<file path="src/rtl/ring_rr_arbiter_if.sv">
// ring_rr_arbiter_if: request/grant bundle between requesters and the ring arbiter
interface ring_rr_arbiter_if #(
  parameter int N = 4
);
  logic [N-1:0]         req;
  logic [N-1:0]         grant;
  logic [$clog2(N)-1:0] grant_id;
  logic                 busy;
  logic                 preempt;
  modport master(output req, input grant, grant_id, busy, preempt);
  modport slave(input req, output grant, grant_id, busy, preempt);
endinterface

</file>
<file path="src/rtl/ring_rr_arbiter.sv">
// ring_rr_arbiter: round-robin arbiter with a one-hot rotating token and a hold limit
module ring_rr_arbiter #(
  parameter int N = 4,
  parameter int MAX_HOLD = 8,
  localparam int HW = $clog2(MAX_HOLD + 1),
  localparam int IW = $clog2(N)
) (
  input logic clk,
  input logic clr_n,
  ring_rr_arbiter_if.slave bus
);
  localparam logic [1:0] IDLE  = 2'b00;
  localparam logic [1:0] GRANT = 2'b01;
  localparam logic [1:0] GAP   = 2'b10;
  localparam logic [N-1:0] TOK_RST = {1'b1, {(N-1){1'b0}}};
  logic [1:0]    state_q, state_d;
  logic [N-1:0]  token_q, token_d, grant_q, grant_d, tok;
  logic [IW-1:0] gid_q, gid_d, start, win_idx;
  logic [HW-1:0] hold_q, hold_d;
  logic          preempt_q, preempt_d, win_ok, own_req;
  assign tok     = $onehot(token_q) ? token_q : TOK_RST;
  assign own_req = |(bus.req & grant_q);
  // find the first requester at or below the token, wrapping from bit 0 to bit N-1
  always_comb begin
    start = '0;
    for (int i = 0; i < N; i++) if (tok[i]) start = IW'(i);
    win_ok  = 1'b0;
    win_idx = '0;
    for (int k = 0; k < N; k++)
      if (!win_ok && bus.req[(int'(start) + N - k) % N]) begin
        win_ok  = 1'b1;
        win_idx = IW'((int'(start) + N - k) % N);
      end
  end
  // GRANT holds or releases; IDLE and GAP both arbitrate on their leaving edge
  always_comb begin
    state_d   = state_q;
    token_d   = tok;
    grant_d   = grant_q;
    gid_d     = gid_q;
    hold_d    = hold_q;
    preempt_d = 1'b0;
    if (state_q == GRANT) begin
      if (own_req && hold_q < HW'(MAX_HOLD)) hold_d = hold_q + HW'(1);
      else begin
        state_d   = GAP;
        grant_d   = '0;
        gid_d     = '0;
        hold_d    = '0;
        preempt_d = own_req;
        token_d   = {grant_q[0], grant_q[N-1:1]};
      end
    end else if (win_ok) begin
      state_d = GRANT;
      grant_d = N'(1) << win_idx;
      gid_d   = win_idx;
      hold_d  = HW'(1);
    end else state_d = IDLE;
  end
  // state registers with asynchronous clear
  always_ff @(posedge clk or negedge clr_n) begin
    if (!clr_n) begin
      state_q   <= IDLE;
      token_q   <= TOK_RST;
      grant_q   <= '0;
      gid_q     <= '0;
      hold_q    <= '0;
      preempt_q <= 1'b0;
    end else begin
      state_q   <= state_d;
      token_q   <= token_d;
      grant_q   <= grant_d;
      gid_q     <= gid_d;
      hold_q    <= hold_d;
      preempt_q <= preempt_d;
    end
  end
  assign bus.grant    = grant_q;
  assign bus.grant_id = gid_q;
  assign bus.busy     = state_q == GRANT;
  assign bus.preempt  = preempt_q;
endmodule

</file>
<file path="src/flat_wrapper.sv">
// flat-port wrapper written by rule: the top's interface ports become plain ports
module ring_rr_arbiter_flat 
#(
  parameter int N = 4,
  parameter int MAX_HOLD = 8,
  localparam int HW = $clog2(MAX_HOLD + 1),
  localparam int IW = $clog2(N)
)
  (clk, clr_n, bus_req, bus_grant, bus_grant_id, bus_busy, bus_preempt);
  ring_rr_arbiter_if #(.N(N)) bus_i ();
  input logic clk;
  input logic clr_n;
  input wire logic [$bits(bus_i.req)-1:0] bus_req;
  output wire logic [$bits(bus_i.grant)-1:0] bus_grant;
  output wire logic [$bits(bus_i.grant_id)-1:0] bus_grant_id;
  output wire logic [$bits(bus_i.busy)-1:0] bus_busy;
  output wire logic [$bits(bus_i.preempt)-1:0] bus_preempt;
  assign bus_i.req = bus_req;
  assign bus_grant = bus_i.grant;
  assign bus_grant_id = bus_i.grant_id;
  assign bus_busy = bus_i.busy;
  assign bus_preempt = bus_i.preempt;
  ring_rr_arbiter #(.N(N), .MAX_HOLD(MAX_HOLD)) u_core (.clk(clk), .clr_n(clr_n), .bus(bus_i));
endmodule
</file>
<file path="config.mk">
export PLATFORM = sky130hd
export DESIGN_NAME = ring_rr_arbiter_flat
export DESIGN_NICKNAME = d
export VERILOG_FILES = /design/src/rtl/ring_rr_arbiter_if.sv /design/src/rtl/ring_rr_arbiter.sv /design/src/flat_wrapper.sv
export SDC_FILE = /design/constraint.sdc
export NUM_CORES = 1
export LEC_CHECK = 0
export ABC_AREA = 1
export CORE_UTILIZATION = 50
export DETAILED_ROUTE_END_ITERATION = 8
export GPL_TIMING_DRIVEN = 0
export PLACE_DENSITY = 0.73
export SKIP_LAST_GASP = 1
export SYNTH_ARGS = -nofsm -noshare
export SYNTH_HDL_FRONTEND = slang
export SYNTH_SLANG_ARGS = --single-unit
</file>
<file path="constraint.sdc">
create_clock -name clk -period 3.2 [get_ports clk]
set_input_delay 0.64 -clock clk [delete_from_list [all_inputs] [get_ports clk]]
set_output_delay 0.64 -clock clk [all_outputs]
set_load 0.005 [all_outputs]
</file>
# ---- Word-level counts from Yosys, hierarchy flattened
# Index checks and enable logic that the tools add are counted.
dict set report op_classes {
  bitwise_logic 5
  n_div 0
  multipliers 0
  add_sub_neg 8
  n_eq_ne 3
  muxes 40
  shifts 1
  order_cmp 5
  reduce_logical 14
}
# operator count
set ops {}
lappend ops {{32-bit by 3-bit subtractor with 32-bit output, second input constant} 2}
lappend ops {{4-bit two-way mux} 9}
lappend ops {{32-bit by 2-bit subtractor with 32-bit output, second input constant} 1}
lappend ops {{2-bit two-way mux} 11}
lappend ops {{3-bit by 4-bit less-than comparator with 1-bit output, second input constant} 4}
lappend ops {{1-bit two-way mux} 16}
lappend ops {{1-bit binary-select mux with 2-bit select} 4}
lappend ops {{2-bit OR reduction} 4}
lappend ops {{1-bit by 1-bit adder with 2-bit output} 2}
lappend ops {{2-bit by 3-bit adder with 4-bit output, second input constant} 1}
lappend ops {{4-bit by 1-bit adder with 4-bit output, second input constant} 1}
lappend ops {{4-bit bitwise AND} 1}
lappend ops {{1-bit logical AND} 4}
lappend ops {{4-bit less-than comparator, second input constant} 1}
lappend ops {{4-bit OR reduction} 1}
lappend ops {{1-bit by 2-bit << shifter with 4-bit output, first input constant} 1}
lappend ops {{3-bit adder} 1}
lappend ops {{1-bit bitwise AND} 3}
lappend ops {{3-bit by 1-bit == test with 1-bit output, second input constant} 1}
lappend ops {{1-bit zero test} 3}
lappend ops {{2-bit by 1-bit == test with 1-bit output, second input constant} 1}
lappend ops {{2-bit inequality test, second input constant} 1}
lappend ops {{2-bit AND reduction} 1}
lappend ops {{2-bit nonzero test} 1}
lappend ops {{1-bit bitwise AND, first input constant} 1}
dict set report word_totals {
  wordCells 82
  rom_bits 0
  mem_count 0
  output_inout_bits 8
  latch_bits 0
  regBits 17
  ramBits 0
}

# ---- Longest topological paths before layout
# Gate-level depths: netlist (run 1).
dict set report depth {
  word_depth 26
  mapped_depth 17
  ltp_nobuf 17
}

# ---- Worst setup path before layout (run 1)
# Ideal clock, no wire load.
dict set report synth_path {
  kind {reg-to-reg}
  startpoint {register u_core.token_q[3]}
  endpoint {register u_core.grant_q[0], in the netlist u_core.bus.grant[0]}
  n_path_buf 0
  arrival_ns 2.687
  slack_ns 0.395
  stages_incl_launch_ff 17
  required_ns 3.082
  path_cell_list {dfstp_2 -> ha_1 -> ha_1 -> fa_1 -> nor2_2 -> nand2_2 -> nor2_8 -> nand2_4 -> clkinv_4 -> nand3_4 -> nand2_4 -> nand2_4 -> nor2_4 -> nand2_4 -> nand2_4 -> nand3b_1 -> nand2_1}
}
dict set report synth_via {
  elab_chain_cells 24
  elab_cells_between_ends 42
}
# item line_no
set synth_lines {}
lappend synth_lines {{from (decl)} ring_rr_arbiter.sv:17} ;# logic [N-1:0] token_q, token_d, grant_q, grant_d, tok;
lappend synth_lines {{from (signal assigned)} ring_rr_arbiter.sv:71} ;# token_q <= token_d;
lappend synth_lines {{1-bit by 1-bit adder with 2-bit output (not written as such)} ring_rr_arbiter.sv:21} ;# assign tok = $onehot(token_q) ? token_q : TOK_RST;
lappend synth_lines {{3-bit adder (not written as such)} ring_rr_arbiter.sv:21}
lappend synth_lines {{3-bit by 1-bit == test with 1-bit output} ring_rr_arbiter.sv:21}
lappend synth_lines {{4-bit two-way mux *} ring_rr_arbiter.sv:21}
lappend synth_lines {{1-bit two-way mux} ring_rr_arbiter.sv:26} ;# for (int i = 0; i < N; i++) if (tok[i]) start = IW'(i);
lappend synth_lines {{2-bit two-way mux} ring_rr_arbiter.sv:26}
lappend synth_lines {{2-bit two-way mux *} ring_rr_arbiter.sv:26}
lappend synth_lines {{2-bit by 3-bit adder with 4-bit output *} {ring_rr_arbiter.sv:30, ring_rr_arbiter.sv:32}}
lappend synth_lines {{parallel branches: the longest is 16 deep, another holds 32-bit by 2-bit subtractor with 32-bit output} n/a}
lappend synth_lines {{to (signal assigned)} ring_rr_arbiter.sv:72} ;# grant_q <= grant_d;
lappend synth_lines {{to (decl)} ring_rr_arbiter.sv:17}
# Every way passes the cells marked *. The select of a mux whose other input is x is not followed.
# A chain may end at the register's enable or synchronous reset.

# ---- Final worst setup path (run 1)
# Same ends and word-level chain as after synthesis.

==> impl_metrics.csv, run 1 <==
group,metric,value,unit
outcome,outcome,"finished, final reports clean",
timing,min_period_over_period,94.1,%
pwr,sequentialPowerShare,22.9,%
timing,hold_viol,0,
pwr,p_clk_share,7.2,%
global_routing,grt_max_degree,18,
global_routing,grt_usage,23.2,%
pwr,cell_internal_pwr,0.752,mW
layout,antenna_cells,0,
worst_setup_path,worstPathBufferInverterCount,1,
place,dp_hpwl,1950,µm
clock_tree,cts_hold_buf,0,
floorplanning,core_area,2230,µm²
layout,nets,176,
pwr,total_power,1.61,mW
routing,firstDrtPassIters,4,
timing,setup_viol,0,
clock_tree,cts_max_level,1,
synthesis,synthesis.nets,158,
routing,via_per_inst,5.30,
worst_setup_path,crit_type,"reg2reg",
synthesis,synth_largest_area_cell,"dfrtp_1",
synthesis,syn_avg_cell_area,8.12,µm²
clock_tree,path_clk_slew,100,ps
layout,area_growth,16.0,%
floorplanning,die_area,2590,µm²
layout,nFillCells,203,
timing,slew_headroom,51.5,%
synthesis,ys_ff_latch,17,
worst_setup_path,crit_family,"simple AND/OR/NAND/NOR gates",
synthesis,yosysTopAreaCellShare,33.5,%
synthesis,ys_seq_area_share,35.7,%
synthesis,syn_area,1190,µm²
timing,setup_tns,0,ps
timing,min_period,3010,ps
clock_tree,cts-root-buf,"clkbuf_4",
clock_tree,clockBufferDepth,2,
pwr,power_density,1160,nW/µm²
floorplanning,rows,17,
run,maxCapViolCount,0,
layout,drive_gt1_share,18.9,%
worst_setup_path,end_kind,"flip-flop",
place,pre_cts_ws,193,ps
synthesis,synthCells,147,
synthesis,ys_async_sr_fraction,100,%
routing,wl,2380,µm
routing,drtIter0Drc,24,
synthesis,synth_cell_types,29,
synthesis,yosysMostFrequentCell,"nand2_1",
routing,wl_met3,71,µm
synthesis,synth.area.top_cells,"dfrtp_1, nand3_1, nand2_1",
floorplanning,ioPinCount,14,
worst_setup_path,slowest_delay,640,ps
floorplanning,start_util,53.4,%
pwr,power.switching,0.855,mW
floorplanning,fp.dieH,50.9,µm
synthesis,synth_ff_type,"dfrtp_1",
layout,multiInputGateArea,702,µm²
clock_tree,post_cts_resized,0,
timing,slew_violations,0,
timing,rsz0062_at_grt,"false",
hold_path,min_path_type,"reg2reg",
worst_setup_path,critPathMaxFanout,9,
timing,finClkSkew,2.31,ps
worst_setup_path,cp.required,3390,ps
worst_setup_path,cp_slowest_cell,"dfstp_2",
synthesis,synth_edf_count,0,
pwr,switching_share,53.2,%
layout,seq_area,427,µm²
pwr,comb_power_share,69.9,%
synthesis,yosys_warnings,0,
worst_setup_path,cp.arrival,3200,ps
place,place_congestion,0.808,
routing,routed-wl-met2,1140,µm
clock_tree,clock-sinks,17,
routing,via_count,1017,
pwr,ir_drop,0.752,mV
place,io_buffers,13,
worst_setup_path,startpoint_type,"flip-flop",
global_routing,overflow,0,
timing,setup_slack,188,ps
pwr,p_leak,0.663,nW
timing,max_freq,0.332,GHz
routing,wl_per_cell,12.4,µm
clock_tree,clock_latency,290,ps
routing,drt-met1-wl,1160,µm
synthesis,synthTopCellsByCount,"nand2_1, nand3_1, dfrtp_1",
floorplanning,dieWidth,50.9,µm
worst_setup_path,path_common_cell,"nand2_4",
global_routing,grt_pass1_wl,4490,µm
routing,drc_errors,0,
worst_setup_path,crit_chain,"ha_1, ha_1, fa_1, nor2_2, nand2_2, nor2_8, nand2_4, clkinv_4, nand3_4, nand2_4, nand2_4, nor2_4, nand2_4, nand2_4, nand3b_1, nand2_1",
routing,final_antenna_net_count,0,
clock_tree,tritoncts,"done",
clock_tree,post_cts_buffers,0,
routing,top_layer,"met4",
global_routing,antenna_found_initial,0,
global_routing,grt_pass1_vias,1049,
clock_tree,cts_buffers,3,
timing,tightest_slew,725,ps
[layer usage]
metal,vias up,global-route usage [%]
met5,-,0
met4,0,5.56
met3,2,5.65
met2,13,37.6
met1,474,31.1
li1,528,-
[layout make-up]
type | instances | area share (%)
Clock buffer | 4 | 1.90
Inverter | 16 | 4.70
Multi-Input combinational cell | 114 | 50.7
Sequential cell | 17 | 30.8
Tap cell | 28 | 2.53
Timing Repair Buffer | 13 | 9.39
[path summary, 6_finish.rpt]
kind	start	end	slack, ps	depth (start not counted)
max in group asynchronous	clr_n	u_core.hold_q[3]$_DFFE_PN0P_	1970	1
max	u_core.token_q[3]$_DFF_PN1_	u_core.bus.grant[0]$_DFFE_PN0P_	190	16
min	u_core.hold_q[1]$_DFFE_PN0P_	u_core.hold_q[1]$_DFFE_PN0P_	520	2
min reg2reg	u_core.hold_q[1]$_DFFE_PN0P_	u_core.hold_q[1]$_DFFE_PN0P_	520	2
max reg2reg	u_core.token_q[3]$_DFF_PN1_	u_core.bus.grant[0]$_DFFE_PN0P_	190	16
min in group asynchronous	clr_n	u_core.hold_q[0]$_DFFE_PN0P_	770	1
[worst reg2reg max path, cell delays in order (launching register included)]
cell and delay, ps:
dfstp_2 640, ha_1 270, ha_1 210, fa_1 510
nor2_2 140, nand2_2 110, nor2_8 160, nand2_4 100
clkinv_4 80, nand3_4 70, nand2_4 100, nand2_4 60
nor2_4 120, nand2_4 70, nand2_4 100, nand3b_1 120
nand2_1 50
[stage by stage]
| step | area, µm² | utilization, % | hold WS, ps | cells |
|---|---|---|---|---|
| after floorplan | 1190 | - | 344 | 147 |
| after global placement | 1360 | 60.8 | 489 | 188 |
| after detailed placement | 1360 | 60.8 | 491 | 188 |
| after CTS | 1390 | 62.0 | 519 | 192 |
| after global routing | 1390 | 62.0 | 554 | 192 |
| final | 1390 | 62.0 | 524 | 192 |
[power groups by stage]
stage          combinational (mW)  clock [mW]  sequential [mW]
2_1_floorplan               0.881           0            0.359
5_1_grt                      1.28       0.124            0.377
3_5_place_dp                 1.12           0            0.371
4_1_cts                      1.13       0.118            0.367
6_report                     1.12       0.115            0.368
3_3_place_gp                 1.11           0            0.366
[cells by family (layout without fill, tap and decap cells)]
group                      after synthesis  after routing  share of synthesized area [%]
AOI/OAI and AO/OA                       15             15                           7.23
DFF                                     17             17                           35.7
and+or+nand+nor                         93             93                           45.0
adders and majority gates                5              5                           5.87
xor gates and xnor gates                 1              1                          0.734
buffers and inverters                   16             33                           5.45
[placed cells by master (no fill, tap or decap), drive strengths merged]
cell type / instances
xnor2: 1
dfrtp: 16
nand2: 45
a221oi: 1
nand4: 4
o21a: 1
dfstp: 1
fa: 1
clkinv: 1
o31ai: 1
nand3: 28
ha: 4
o211ai: 1
clkdlybuf4s50: 13
nor2: 13
o21ai: 10
nand3b: 1
inv: 15
clkbuf: 4
a21oi: 1
nor3: 2
[flip-flops by register name (all words and copies together) (netlist names)]
signal and flops:
u_core.bus.grant_id 2, u_core.bus.preempt 1, u_core.bus.grant 4, u_core.state_q 2, u_core.hold_q 4, u_core.token_q 4
Power figures use the tool's default switching activity.
==> inputs of run 2 (changes only) <==
--- a/config.mk
+++ b/config.mk
@@ -9,7 +9,7 @@
 export CORE_UTILIZATION = 50
 export DETAILED_ROUTE_END_ITERATION = 8
 export GPL_TIMING_DRIVEN = 0
-export PLACE_DENSITY = 0.73
+export PLACE_DENSITY = 0.79
 export SKIP_LAST_GASP = 1
 export SYNTH_ARGS = -nofsm -noshare
 export SYNTH_HDL_FRONTEND = slang
==> impl_metrics.csv, run 2 (synthesis gave the netlist of run 1 again) <==
group,metric,value,unit
floorplanning,start_util,53.4,%
timing,min_period,3030,ps
timing,setup_slack,169,ps
pwr,p_leak,0.663,nW
worst_setup_path,startpoint_type,"flip-flop",
floorplanning,core_area,2230,µm²
floorplanning,ioPinCount,14,
clock_tree,cts_buffers,3,
floorplanning,rows,17,
global_routing,grt_pass1_vias,971,
floorplanning,dieWidth,50.9,µm
global_routing,grt_usage,22.0,%
layout,antenna_cells,0,
routing,wl_per_cell,12.6,µm
worst_setup_path,cp.arrival,3220,ps
timing,rsz0062_at_grt,"false",
routing,firstDrtPassIters,4,
place,place_congestion,0.847,
timing,max_freq,0.330,GHz
place,postPlaceCellArea,1360,µm²
layout,area_growth,16.2,%
worst_setup_path,end_kind,"flip-flop",
layout,fin_area,1390,µm²
layout,nFillCells,210,
timing,tightest_slew,740,ps
clock_tree,tritoncts,"done",
routing,drtIter0Drc,22,
timing,finClkSkew,1.97,ps
clock_tree,cts-root-buf,"clkbuf_4",
floorplanning,fp.dieH,50.9,µm
pwr,ir_drop,0.751,mV
worst_setup_path,crit_type,"reg2reg",
layout,mostFrequentLayoutCells,"nand2_1, nand3_1, dfrtp_1",
clock_tree,clock_latency,280,ps
routing,final_antenna_net_count,0,
clock_tree,clockBufferDepth,2,
worst_setup_path,critPathMaxFanout,9,
timing,slew_headroom,50.5,%
timing,setup_tns,0,ps
floorplanning,die_area,2590,µm²
global_routing,antenna_found_initial,0,
global_routing,grt_pass1_wl,4250,µm
timing,setup_viol,0,
layout,drive_gt1_share,19.5,%
global_routing,grt_max_degree,18,
clock_tree,cts_max_level,1,
run,maxCapViolCount,0,
place,io_buffers,13,
timing,hold_viol,0,
routing,drc_errors,0,
worst_setup_path,cp.required,3390,ps
outcome,outcome,"finished, final reports clean",
place,dp_hpwl,1900,µm
routing,via_per_inst,5.38,
routing,wl,2420,µm
clock_tree,path_clk_slew,90,ps
timing,slew_violations,0,
layout,nets,176,
routing,via_count,1032,
layout,layout_commonest_cell,"nand2_1",
timing,min_period_over_period,94.7,%
hold_path,min_path_type,"reg2reg",
global_routing,overflow,0,
clock_tree,post_cts_buffers,0,
pwr,power_density,1170,nW/µm²
clock_tree,clock-sinks,17,
place,pre_cts_ws,175,ps
run 2: worst max-delay path, cell delays in order (launching register included):
cell and delay, ps:
dfstp_2 630, ha_1 270, ha_1 210, fa_1 510, nor2_2 140, nand2_2 110, nor2_8 160, nand2_4 100
clkinv_4 80, nand3_4 70, nand2_4 110, nand2_4 60, nor2_4 120, nand2_4 70, nand2_4 100, nand3b_1 120
nand2_1 50
run 2: repair_timing:
action                                  4_1_cts  5_1_grt
endpoints found under the setup margin        0        1
resized for setup                             0        1
hold buffers                                  0        0
run 2: cell type report:
cell class                      count  area, µm²  area share [%]
Multi-Input combinational cell    114        704            50.8
Sequential cell                    17        427            30.7
Timing Repair Buffer               13        130            9.38
Inverter                           16       65.1            4.69
Tap cell                           28       35.0            2.52
Clock buffer                        4       26.3            1.89
run 2: final timing paths:
check | from | to | slack [ps] | depth (start not counted)
worst max-delay path | u_core.token_q[3]$_DFF_PN1_ | u_core.bus.grant[0]$_DFFE_PN0P_ | 170 | 16
worst min-delay path | u_core.hold_q[1]$_DFFE_PN0P_ | u_core.hold_q[1]$_DFFE_PN0P_ | 520 | 2
worst max register to register | u_core.token_q[3]$_DFF_PN1_ | u_core.bus.grant[0]$_DFFE_PN0P_ | 170 | 16
worst min register to register | u_core.hold_q[1]$_DFFE_PN0P_ | u_core.hold_q[1]$_DFFE_PN0P_ | 520 | 2
max in group asynchronous | clr_n | u_core.token_q[2]$_DFF_PN0_ | 1950 | 1
min in group asynchronous | clr_n | u_core.bus.grant_id[0]$_DFFE_PN0P_ | 780 | 1
run 2: power by group:
| part | switching [mW] | leakage [nW] | total, mW | internal, mW |
|---|---|---|---|---|
| sequential | 0.0665 | 0.217 | 0.366 | 0.299 |
| combinational | 0.733 | 0.431 | 1.14 | 0.409 |
| clock | 0.0632 | 0.0150 | 0.112 | 0.0484 |
run 2: metrics by stage:
stage / cells / util, % / total power [mW] / hold slack, ps
2_1_floorplan: 147 / - / 1.24 / 344
5_1_grt: 192 / 62.1 / 1.78 / 560
3_5_place_dp: 188 / 60.8 / 1.51 / 496
6_report: 192 / 62.1 / 1.62 / 519
3_3_place_gp: 188 / 60.8 / 1.47 / 484
4_1_cts: 192 / 62.0 / 1.63 / 519
run 2: per-layer routing:
metal  track usage, %  share of wire (%)  routed length, µm  up-vias
met5                0                  0                  0        -
met4             2.78                  0                  0        0
met3             5.95                4.1                 99        0
met2             37.3                 46               1120       21
met1             28.8                 50               1200      485
li1                 -                  -                  -      526
==> inputs of run 3 (changes only) <==
--- a/config.mk
+++ b/config.mk
@@ -6,10 +6,11 @@
 export NUM_CORES = 1
 export LEC_CHECK = 0
 export ABC_AREA = 1
-export CORE_UTILIZATION = 50
+export CAP_MARGIN = 20
+export CORE_UTILIZATION = 49
 export DETAILED_ROUTE_END_ITERATION = 8
 export GPL_TIMING_DRIVEN = 0
-export PLACE_DENSITY = 0.79
+export PLACE_DENSITY = 0.8
 export SKIP_LAST_GASP = 1
 export SYNTH_ARGS = -nofsm -noshare
 export SYNTH_HDL_FRONTEND = slang
==> constraint.sdc (replaced) <==
create_clock -name clk -period 2.6 [get_ports clk]
set_input_delay 0.52 -clock clk [delete_from_list [all_inputs] [get_ports clk]]
set_output_delay 0.52 -clock clk [all_outputs]
set_load 0.005 [all_outputs]
==> impl_metrics.csv, run 3 (synthesis gave the netlist of run 1 again) <==
group,metric,value,unit
timing,slew_headroom,49.5,%
hold_path,min_path_cells,2,
worst_setup_path,r2r_cells,16,
global_routing,top_usage_layer,"met2",
timing,tightest_slew,755,ps
timing,setup_viol,11,
place,io_buffers,13,
timing,rsz0062_at_grt,"true",
clock_tree,path_clk_slew,90,ps
worst_setup_path,crit_chain,"ha_4, ha_4, fa_2, nor2_4, nand2_4, nor2_8, nand2_4, clkinv_4, nand3_4, nand2_4, nand2_4, nor2_4, nand2_4, nand2_4, nand3b_1, nand2_1",
worst_setup_path,slowest_delay,560,ps
clock_tree,clockBufferDepth,2,
routing,wl_per_cell,13.8,µm
timing,min_period,2820,ps
worst_setup_path,regToRegEndpoint,"u_core.bus.grant[0]$_DFFE_PN0P_",
worst_setup_path,r2r_start,"u_core.token_q[3]$_DFF_PN1_",
timing,setup_tns,-2090,ps
pwr,comb_power_share,75.7,%
pwr,p_clk_share,5.8,%
global_routing,grt_max_degree,18,
worst_setup_path,cp.arrival,3010,ps
hold_path,hold_path_startpoint,"u_core.hold_q[1]$_DFFE_PN0P_",
layout,nFillCells,192,
timing,min_period_over_period,109,%
floorplanning,rows,17,
pwr,switching_share,51.9,%
worst_setup_path,cp.required,2790,ps
global_routing,grt_pass1_wl,4510,µm
routing,via_per_inst,5.53,
place,place_congestion,0.882,
clock_tree,tritoncts,"done",
floorplanning,core_area,2250,µm²
global_routing,use_met2,38.4,%
global_routing,overflow,0,
layout,final_util,68.1,%
worst_setup_path,startpoint,"u_core.token_q[3]$_DFF_PN1_",
outcome,outcome,"finished with violations",
global_routing,grt_usage,23.0,%
pwr,power_density,1540,nW/µm²
layout,drive_gt1_share,28.9,%
hold_path,whs_endpoint,"u_core.hold_q[1]$_DFFE_PN0P_",
routing,final_antenna_net_count,0,
pwr,power.switching,1.23,mW
place,dp_hpwl,1980,µm
layout,mostFrequentLayoutCells,"nand2_1, nand3_1, dfrtp_1",
outcome,violations,"setup timing",
pwr,ir_drop,1.15,mV
floorplanning,fp.dieH,51.4,µm
global_routing,met3_usage,4.46,%
timing,setup_slack,-222,ps
pwr,cell_internal_pwr,1.14,mW
worst_setup_path,critPathMaxFanout,7,
routing,via_count,1112,
routing,drc_errors,0,
global_routing,antenna_found_initial,0,
worst_setup_path,path_common_cell,"nand2_4",
floorplanning,dieWidth,51.4,µm
clock_tree,clock-sinks,17,
global_routing,use_met1,31.4,%
pwr,p_leak,0.718,nW
hold_path,min_path_type,"reg2reg",
layout,antenna_cells,0,
layout,final_cell_count_no_fill,201,
clock_tree,cts_buffers,3,
floorplanning,ioPinCount,14,
routing,wl,2770,µm
place,place_inst,188,
clock_tree,clock_latency,290,ps
worst_setup_path,cp_slowest_cell,"dfstp_2",
run,maxCapViolCount,0,
timing,slew_violations,0,
timing,max_freq,0.354,GHz
layout,nets,185,
layout,layout_commonest_cell,"nand2_1",
worst_setup_path,ff2ff_setup_slack,-220,ps
timing,finClkSkew,2.19,ps
floorplanning,start_util,52.9,%
pwr,sequentialPowerShare,18.5,%
routing,drtIter0Drc,45,
layout,area_growth,28.7,%
global_routing,grt_pass1_vias,1016,
routing,firstDrtPassIters,4,
floorplanning,die_area,2640,µm²
worst_setup_path,end_kind,"flip-flop",
clock_tree,cts_max_level,1,
clock_tree,cts-root-buf,"clkbuf_4",
timing,hold_ws,516,ps
timing,hold_viol,0,
worst_setup_path,crit_type,"reg2reg",
clock_tree,cts_hold_buf,0,
worst_setup_path,startpoint_type,"flip-flop",
layout,multiInputGateArea,793,µm²
layout,seq_area,427,µm²
==> run 3: cell count changes in the layout (fill, tap and decap cells not counted), sizes merged <==
cell   before  now
buf         0    8
nand2      45   46
==> run 3: stage by stage <==
stage	setup slack (ps)	instance area (µm²)	power [mW]
global route	-337	1540	2.56
global placement	-330	1380	1.86
finish	-222	1540	2.36
floorplan	-180	1220	1.58
detailed placement	-402	1380	1.90
CTS	-205	1450	2.14
==> run 3: power by group through the flow <==
stage | Combinational [mW] | Sequential [mW] | Clock [mW]
4_1_cts | 1.56 | 0.437 | 0.140
5_1_grt | 1.96 | 0.447 | 0.154
2_1_floorplan | 1.13 | 0.447 | 0
6_report | 1.79 | 0.437 | 0.138
3_3_place_gp | 1.40 | 0.455 | 0
3_5_place_dp | 1.44 | 0.461 | 0
==> run 3: how the worst max path moves through the flow <==
stage	endpoint	cells past startpoint
3_3_place_gp	u_core.bus.grant[0]$_DFFE_PN0P_	16
3_5_place_dp	u_core.bus.grant[0]$_DFFE_PN0P_	16
4_1_cts	u_core.bus.grant[1]$_DFFE_PN0P_	14
2_1_floorplan	u_core.bus.grant[0]$_DFFE_PN0P_	16
5_1_grt	u_core.bus.grant[0]$_DFFE_PN0P_	16
6_report	u_core.bus.grant[0]$_DFFE_PN0P_	16
==> run 3: final cells by class <==
cell class | count | share of cell area [%]
clock buffers | 4 | 1.71
inverters | 16 | 4.23
multi-input cells | 115 | 51.6
flip-flops and latches | 17 | 27.8
well taps | 28 | 2.28
repair buffers | 21 | 12.4
==> run 3: repair_timing <==
action	in CTS	in global routing
gates resized for setup	3	12
pin swaps	7	15
setup buffers	4	4
endpoints found under the setup margin	11	11
gates cloned	1	0
==> run 3: worst max-delay path: cells and delay by family (launching register included) <==
family	cells	cell delay [ps]
adders and majority gates	3	860
buffers and inverters	1	80
DFF	1	560
and+or+nand+nor	12	1210
==> run 3: metal layers <==
layer  share of wire, %  wire length [µm]
met5                  0                 0
met4               0.65                18
met3                4.3               119
met2                 49              1370
met1                 46              1270
